$ cat src/rtl/cpu_pkg.sv
// Shared types and constants for the CPU front end.
//   ADDR_W        - PC / instruction-memory address width
//   MEM_DEPTH     - number of valid instruction words
//   fetch_state_t - fetch sequencer states
//   next_pc_sel_t - next-PC source select
package cpu_pkg;

  localparam int ADDR_W    = 10;
  localparam int MEM_DEPTH = 1000;

  typedef enum logic [1:0] {
    BOOT  = 2'd0,
    RUN   = 2'd1,
    HALT  = 2'd2,
    FAULT = 2'd3
  } fetch_state_t;

  typedef enum logic [1:0] {
    SEL_HOLD = 2'd0,
    SEL_INC  = 2'd1,
    SEL_JMP  = 2'd2,
    SEL_BR   = 2'd3
  } next_pc_sel_t;

endpackage

$ cat src/rtl/next_pc_calc.sv
// Combinational next-PC selection for the fetch unit.
// Optional feature macro: FETCH_BOUNDS_EN (adds MEM_DEPTH and out_of_range).
// Ports:
//   pc           - current PC
//   sel          - next-PC source (hold / increment / jump / branch)
//   jmp_target   - absolute jump destination
//   br_offset    - signed branch offset, relative to pc+1
//   next_pc      - selected next PC, modulo 2^ADDR_W
//   out_of_range - next_pc >= MEM_DEPTH (FETCH_BOUNDS_EN only)
module next_pc_calc
  import cpu_pkg::*;
#(
  parameter int ADDR_W = cpu_pkg::ADDR_W,
  parameter int OFF_W  = 8
`ifdef FETCH_BOUNDS_EN
  ,
  parameter int MEM_DEPTH = cpu_pkg::MEM_DEPTH
`endif
) (
  input  logic [ADDR_W-1:0] pc,
  input  next_pc_sel_t      sel,
  input  logic [ADDR_W-1:0] jmp_target,
  input  logic [OFF_W-1:0]  br_offset,
  output logic [ADDR_W-1:0] next_pc
`ifdef FETCH_BOUNDS_EN
  ,
  output logic              out_of_range
`endif
);

  logic [ADDR_W-1:0] pc_inc;
  logic [ADDR_W-1:0] off_ext;

  assign pc_inc  = pc + ADDR_W'(1);
  // Size cast of a signed operand sign-extends the offset to ADDR_W.
  assign off_ext = ADDR_W'($signed(br_offset));

  // NOTE: every output of a combinational block gets a default first, so no
  // path through the case can leave it unassigned and infer a latch.
  always_comb begin
    next_pc = pc;
    unique case (sel)
      SEL_INC: next_pc = pc_inc;
      SEL_JMP: next_pc = jmp_target;
      SEL_BR:  next_pc = pc_inc + off_ext;
      default: next_pc = pc;
    endcase
  end

`ifdef FETCH_BOUNDS_EN
  assign out_of_range = (32'(next_pc) >= 32'(MEM_DEPTH));
`endif

endmodule

$ cat src/rtl/fetch_unit.sv
// Program-counter and fetch sequencer feeding the instruction memory.
// Optional feature macro: FETCH_BOUNDS_EN (out-of-range PC moves to a sticky
// FAULT state instead of wrapping).
// Ports:
//   clk, rst_n   - clock (rising edge), async active-low reset
//   stall        - hold PC this cycle; redirects that cycle are dropped
//   halt_req     - current instruction is a halt
//   resume       - leave HALT
//   jmp          - absolute jump to jmp_target
//   br_taken     - branch to pc + 1 + sext(br_offset)
//   pc           - current PC (instruction-memory address)
//   pc_plus1     - pc + 1 modulo 2^ADDR_W (link value)
//   fetch_valid  - instruction at pc is to be executed
//   halted       - sequencer is in HALT
//   fault        - sequencer is in FAULT
module fetch_unit
  import cpu_pkg::*;
#(
  parameter int          ADDR_W    = cpu_pkg::ADDR_W,
  parameter int          MEM_DEPTH = cpu_pkg::MEM_DEPTH,
  parameter int unsigned RESET_PC  = 0,
  parameter int          OFF_W     = 8
) (
  input  logic              clk,
  input  logic              rst_n,
  input  logic              stall,
  input  logic              halt_req,
  input  logic              resume,
  input  logic              jmp,
  input  logic [ADDR_W-1:0] jmp_target,
  input  logic              br_taken,
  input  logic [OFF_W-1:0]  br_offset,
  output logic [ADDR_W-1:0] pc,
  output logic [ADDR_W-1:0] pc_plus1,
  output logic              fetch_valid,
  output logic              halted,
  output logic              fault
);

  fetch_state_t      state, state_next;
  next_pc_sel_t      sel;
  logic [ADDR_W-1:0] next_pc;
  logic              pc_load;

`ifdef FETCH_BOUNDS_EN
  logic out_of_range;

  next_pc_calc #(
    .ADDR_W    (ADDR_W),
    .OFF_W     (OFF_W),
    .MEM_DEPTH (MEM_DEPTH)
  ) u_next_pc_calc (
    .pc           (pc),
    .sel          (sel),
    .jmp_target   (jmp_target),
    .br_offset    (br_offset),
    .next_pc      (next_pc),
    .out_of_range (out_of_range)
  );
`else
  next_pc_calc #(
    .ADDR_W (ADDR_W),
    .OFF_W  (OFF_W)
  ) u_next_pc_calc (
    .pc         (pc),
    .sel        (sel),
    .jmp_target (jmp_target),
    .br_offset  (br_offset),
    .next_pc    (next_pc)
  );
`endif

  // Sequencing: halt_req > stall > jmp > br_taken > increment while running.
  always_comb begin
    sel        = SEL_HOLD;
    state_next = state;
    unique case (state)
      BOOT: state_next = RUN;
      RUN: begin
        if (halt_req) begin
          sel        = SEL_INC;
          state_next = HALT;
        end else if (stall) begin
          sel = SEL_HOLD;
        end else if (jmp) begin
          sel = SEL_JMP;
        end else if (br_taken) begin
          sel = SEL_BR;
        end else begin
          sel = SEL_INC;
        end
      end
      HALT: begin
        if (resume) state_next = RUN;
      end
      default: state_next = state;
    endcase

    pc_load = (sel != SEL_HOLD);
`ifdef FETCH_BOUNDS_EN
    // An out-of-range target freezes the PC and parks the sequencer in FAULT.
    if (pc_load && out_of_range) begin
      pc_load    = 1'b0;
      state_next = FAULT;
    end
`endif
  end

  // NOTE: registers use non-blocking assignments so every flop samples the
  // pre-edge values of its peers, matching the hardware it describes.
  always_ff @(posedge clk or negedge rst_n) begin
    if (!rst_n) begin
      state <= BOOT;
      pc    <= ADDR_W'(RESET_PC);
    end else begin
      state <= state_next;
      if (pc_load) pc <= next_pc;
    end
  end

  assign pc_plus1    = pc + ADDR_W'(1);
  assign fetch_valid = (state == RUN) && !stall;
  assign halted      = (state == HALT);
`ifdef FETCH_BOUNDS_EN
  assign fault       = (state == FAULT);
`else
  assign fault       = 1'b0;
`endif

endmodule

$ cat config.mk
export PLATFORM = sky130hd
export DESIGN_NAME = fetch_unit
export DESIGN_NICKNAME = d
export VERILOG_FILES = /design/src/rtl/cpu_pkg.sv /design/src/rtl/next_pc_calc.sv /design/src/rtl/fetch_unit.sv
export SDC_FILE = /design/constraint.sdc
export NUM_CORES = 1
export LEC_CHECK = 0
export CELL_PAD_IN_SITES_DETAIL_PLACEMENT = 1
export CELL_PAD_IN_SITES_GLOBAL_PLACEMENT = 1
export CORE_MARGIN = 2
export CORE_UTILIZATION = 30
export CTS_BUF_LIST = sky130_fd_sc_hd__clkbuf_8
export DETAILED_ROUTE_END_ITERATION = 10
export PLACE_DENSITY_LB_ADDON = 0.15
export SETUP_SLACK_MARGIN = 0.15
export SKIP_CTS_REPAIR_TIMING = 1
export SLEW_MARGIN = 20
export SYNTH_ARGS = -nofsm -noshare
export SYNTH_HDL_FRONTEND = slang
export SYNTH_SLANG_ARGS = --single-unit
$ cat constraint.sdc
create_clock -name clk -period 2.2 [get_ports clk]
set_input_delay 0.33 -clock clk [delete_from_list [all_inputs] [get_ports clk]]
set_output_delay 0.33 -clock clk [all_outputs]
set_load 0.03 [all_outputs]
==> reports/qor.yml <==
via_per_inst: 5.084
synth-seq-area-share_pct: 23.41
fin_cells: 286
die_h_um: 69.38
r2r-end: "pc[8]"
regToRegStartpoint: "pc[0]"
drt_wl_total_um: 5141
slew_viol_final: 0
start_util_pct: 31.61
hold_viol: 0
drt-initial-drc-count: 41
clkLatencyLatePin_ps: 250
synthFlopType: "dfrtp_1"
tightest_slew_ps: 614.4
layout-drive-gt1-share_pct: 44.49
multiInputGateArea_um2: 1354
rsz0062_at_grt: "yes"
maxCapViolCount: 0
synth_area_leaders: "dfrtp_1 (23%), ha_1 (12%), xor2_1 (8.9%)"
wl_per_cell_um: 17.98
grt.total_usage_pct: 19.82
cts_buffers: 3
grt_pass1_vias: 1677
syn-num-nets: 191
grt_antenna_before_repair: 0
met1_length_um: 2101
root_buffer: "clkbuf_8"
diodes: 0
fp.coreArea_um2: 4058
wl_met3_um: 143
final-setup-viol-count: 5
die_w_um: 69.38
finalWorstSetupSlack_ps: -214.2
min-delay-path-class: "in2async"
grt_max_degree: 13
io_pins: 48
ir_drop_v: 0.0002444
top_layer: "met4"
netlist.area_leader.share_pct: 23.41
vias: 1454
async_flop_share_pct: 100.0
yosys_warnings: 0
postRouteAntennaNets: 0
rows: 23
synth_area_per_cell_um2: 8.382
tritoncts: "yes"
syn_area_um2: 1282
leakagePower_nw: 1.178
reg2regPathDepth: 10
violations: "negative setup slack"
cp_data_arrival_time_ps: 2510
firstDrtPassIters: 4
outcome: "finished, violations left"
fmaxAchievable_ghz: 0.4142
grt_pass1_wl_um: 7783
clk_pin_slew_worst_paths_ps: 60
final_util_pct: 63.61
period_share_pct: 109.7
syn_inst: 153
synth_cell_types: 43
place_hpwl_um: 3833
dr_wl_met2_um: 2861
cp_max_fo: 4
htreeDepth: 1
synth_area_leader_cell: "dfrtp_1"
overflow: 0
place_congestion: 0.7940
ys_ff_latch: 12
final_nets: 275
drc: 0
synth_edf_count: 0
final.fill_count: 424
r2r_slack_ps: -210
slew_headroom_pct: 58.91
placedCellCount: 271
die_area_um2: 4814
cts.path.max_buffers: 2
synthTopCellsByCount: "nand2_1 (22), xor2_1 (13), dfrtp_1 (12), ha_1 (12), nor2_1 (11)"
required_ps: 2300
synth.most_common_cell: "nand2_1"
final.min_clock_period_ps: 2414
power_density_nw_per_um2: 298.1
seqCellArea_um2: 307.8
critPathLaunchType: "flip-flop"
clock-sinks: 12
worstSetupPathType: "reg2reg"
fin_skew_ps: 13.14
syn_to_final_growth_pct: 101.3
endpoint_kind: "flip-flop"
port_buffers: 46
[layout by cell type, fill, tap and decap left out, types with 5 or more instances in the layout]
master	count
dfrtp_2	6
dfrtp_1	6
nor2_1	7
nand2_1	18
xor2_1	8
inv_1	7
clkdlybuf4s50_1	37
dlymetal6s2s_1	6
o21ai_0	5
ha_4	10
a21oi_2	5
buf_4	37
[sequential cells by signal, indices dropped and copies added (netlist names)]
register / flops
pc: 10
state: 2
[worst max-delay path, cell delays in order (launching register included)]
cell and delay (ps):
dfrtp_2 440, ha_4 200, buf_12 130, xor2_4 180, ha_4 220, nor2b_4 120
o21ai_2 160, a21oi_2 90, o41ai_2 360, xor2_1 210, o221ai_1 150
[layer usage]
metal,vias to the layer above,GRT usage (%)
met4,0,5.664
li1,703,-
met1,711,23.67
met5,-,0
met3,4,1.453
met2,36,37.61
[how the worst max path moves through the flow]
stage / end / startpoint / slack (ps)
after floorplan: pc[9] / pc[0] / -250
after global placement: pc[8] / br_offset[0] / -200
after detailed placement: pc[9] / pc[0] / -280
after CTS: pc[9] / pc[1] / -310
after global routing: pc[8] / pc[0] / -320
final: pc[8] / pc[0] / -210
[cells by family (layout without fill, tap and decap cells)]
logic type	count (synthesis)	count (layout)	share of synthesized area, %
AOI/OAI and AO/OA	35	35	18.05
xor gates and xnor gates	22	22	15.61
adders and majority gates	13	13	13.27
buffers and inverters	13	96	4.682
DFF	12	12	23.41
muxes	2	2	1.561
other	1	1	0.2924
and+or+nand+nor	55	55	23.12
[per-stage QoR]
| stage | worst slack, ps | TNS (ps) | total power (W) | hold slack (ps) | area (µm²) |
|---|---|---|---|---|---|
| 2_1_floorplan | -249.5 | -962.4 | 0.0003768 | 34.41 | 1518 |
| 3_3_place_gp | -195.2 | -721.2 | 0.0004997 | 504.1 | 2218 |
| 3_5_place_dp | -283.2 | -1131 | 0.0005101 | 521.8 | 2218 |
| 4_1_cts | -314.8 | -1582 | 0.0007256 | 496.7 | 2263 |
| 5_1_grt | -321.4 | -1352 | 0.0008125 | 513.7 | 2581 |
| 6_report | -214.2 | -716.0 | 0.0007695 | 466.7 | 2581 |
[layout make-up]
| class | count | share of cell area [%] |
|---|---|---|
| repair buffers | 84 | 30.20 |
| inverters | 8 | 1.260 |
| well taps | 50 | 2.424 |
| flip-flops and latches | 12 | 11.92 |
| multi-input cells | 128 | 52.45 |
| clock inverters | 1 | 0.1454 |
| clock buffers | 3 | 1.600 |
[report_power, final]
part           leakage, nW  switching [W]  internal [W]
clock network       0.0269      0.0000883      0.000123
logic                 1.01       0.000151      0.000167
registers            0.144      0.0000125      0.000227
total                 1.18       0.000252      0.000517
Note: power is estimated with default switching activity, not from simulation.
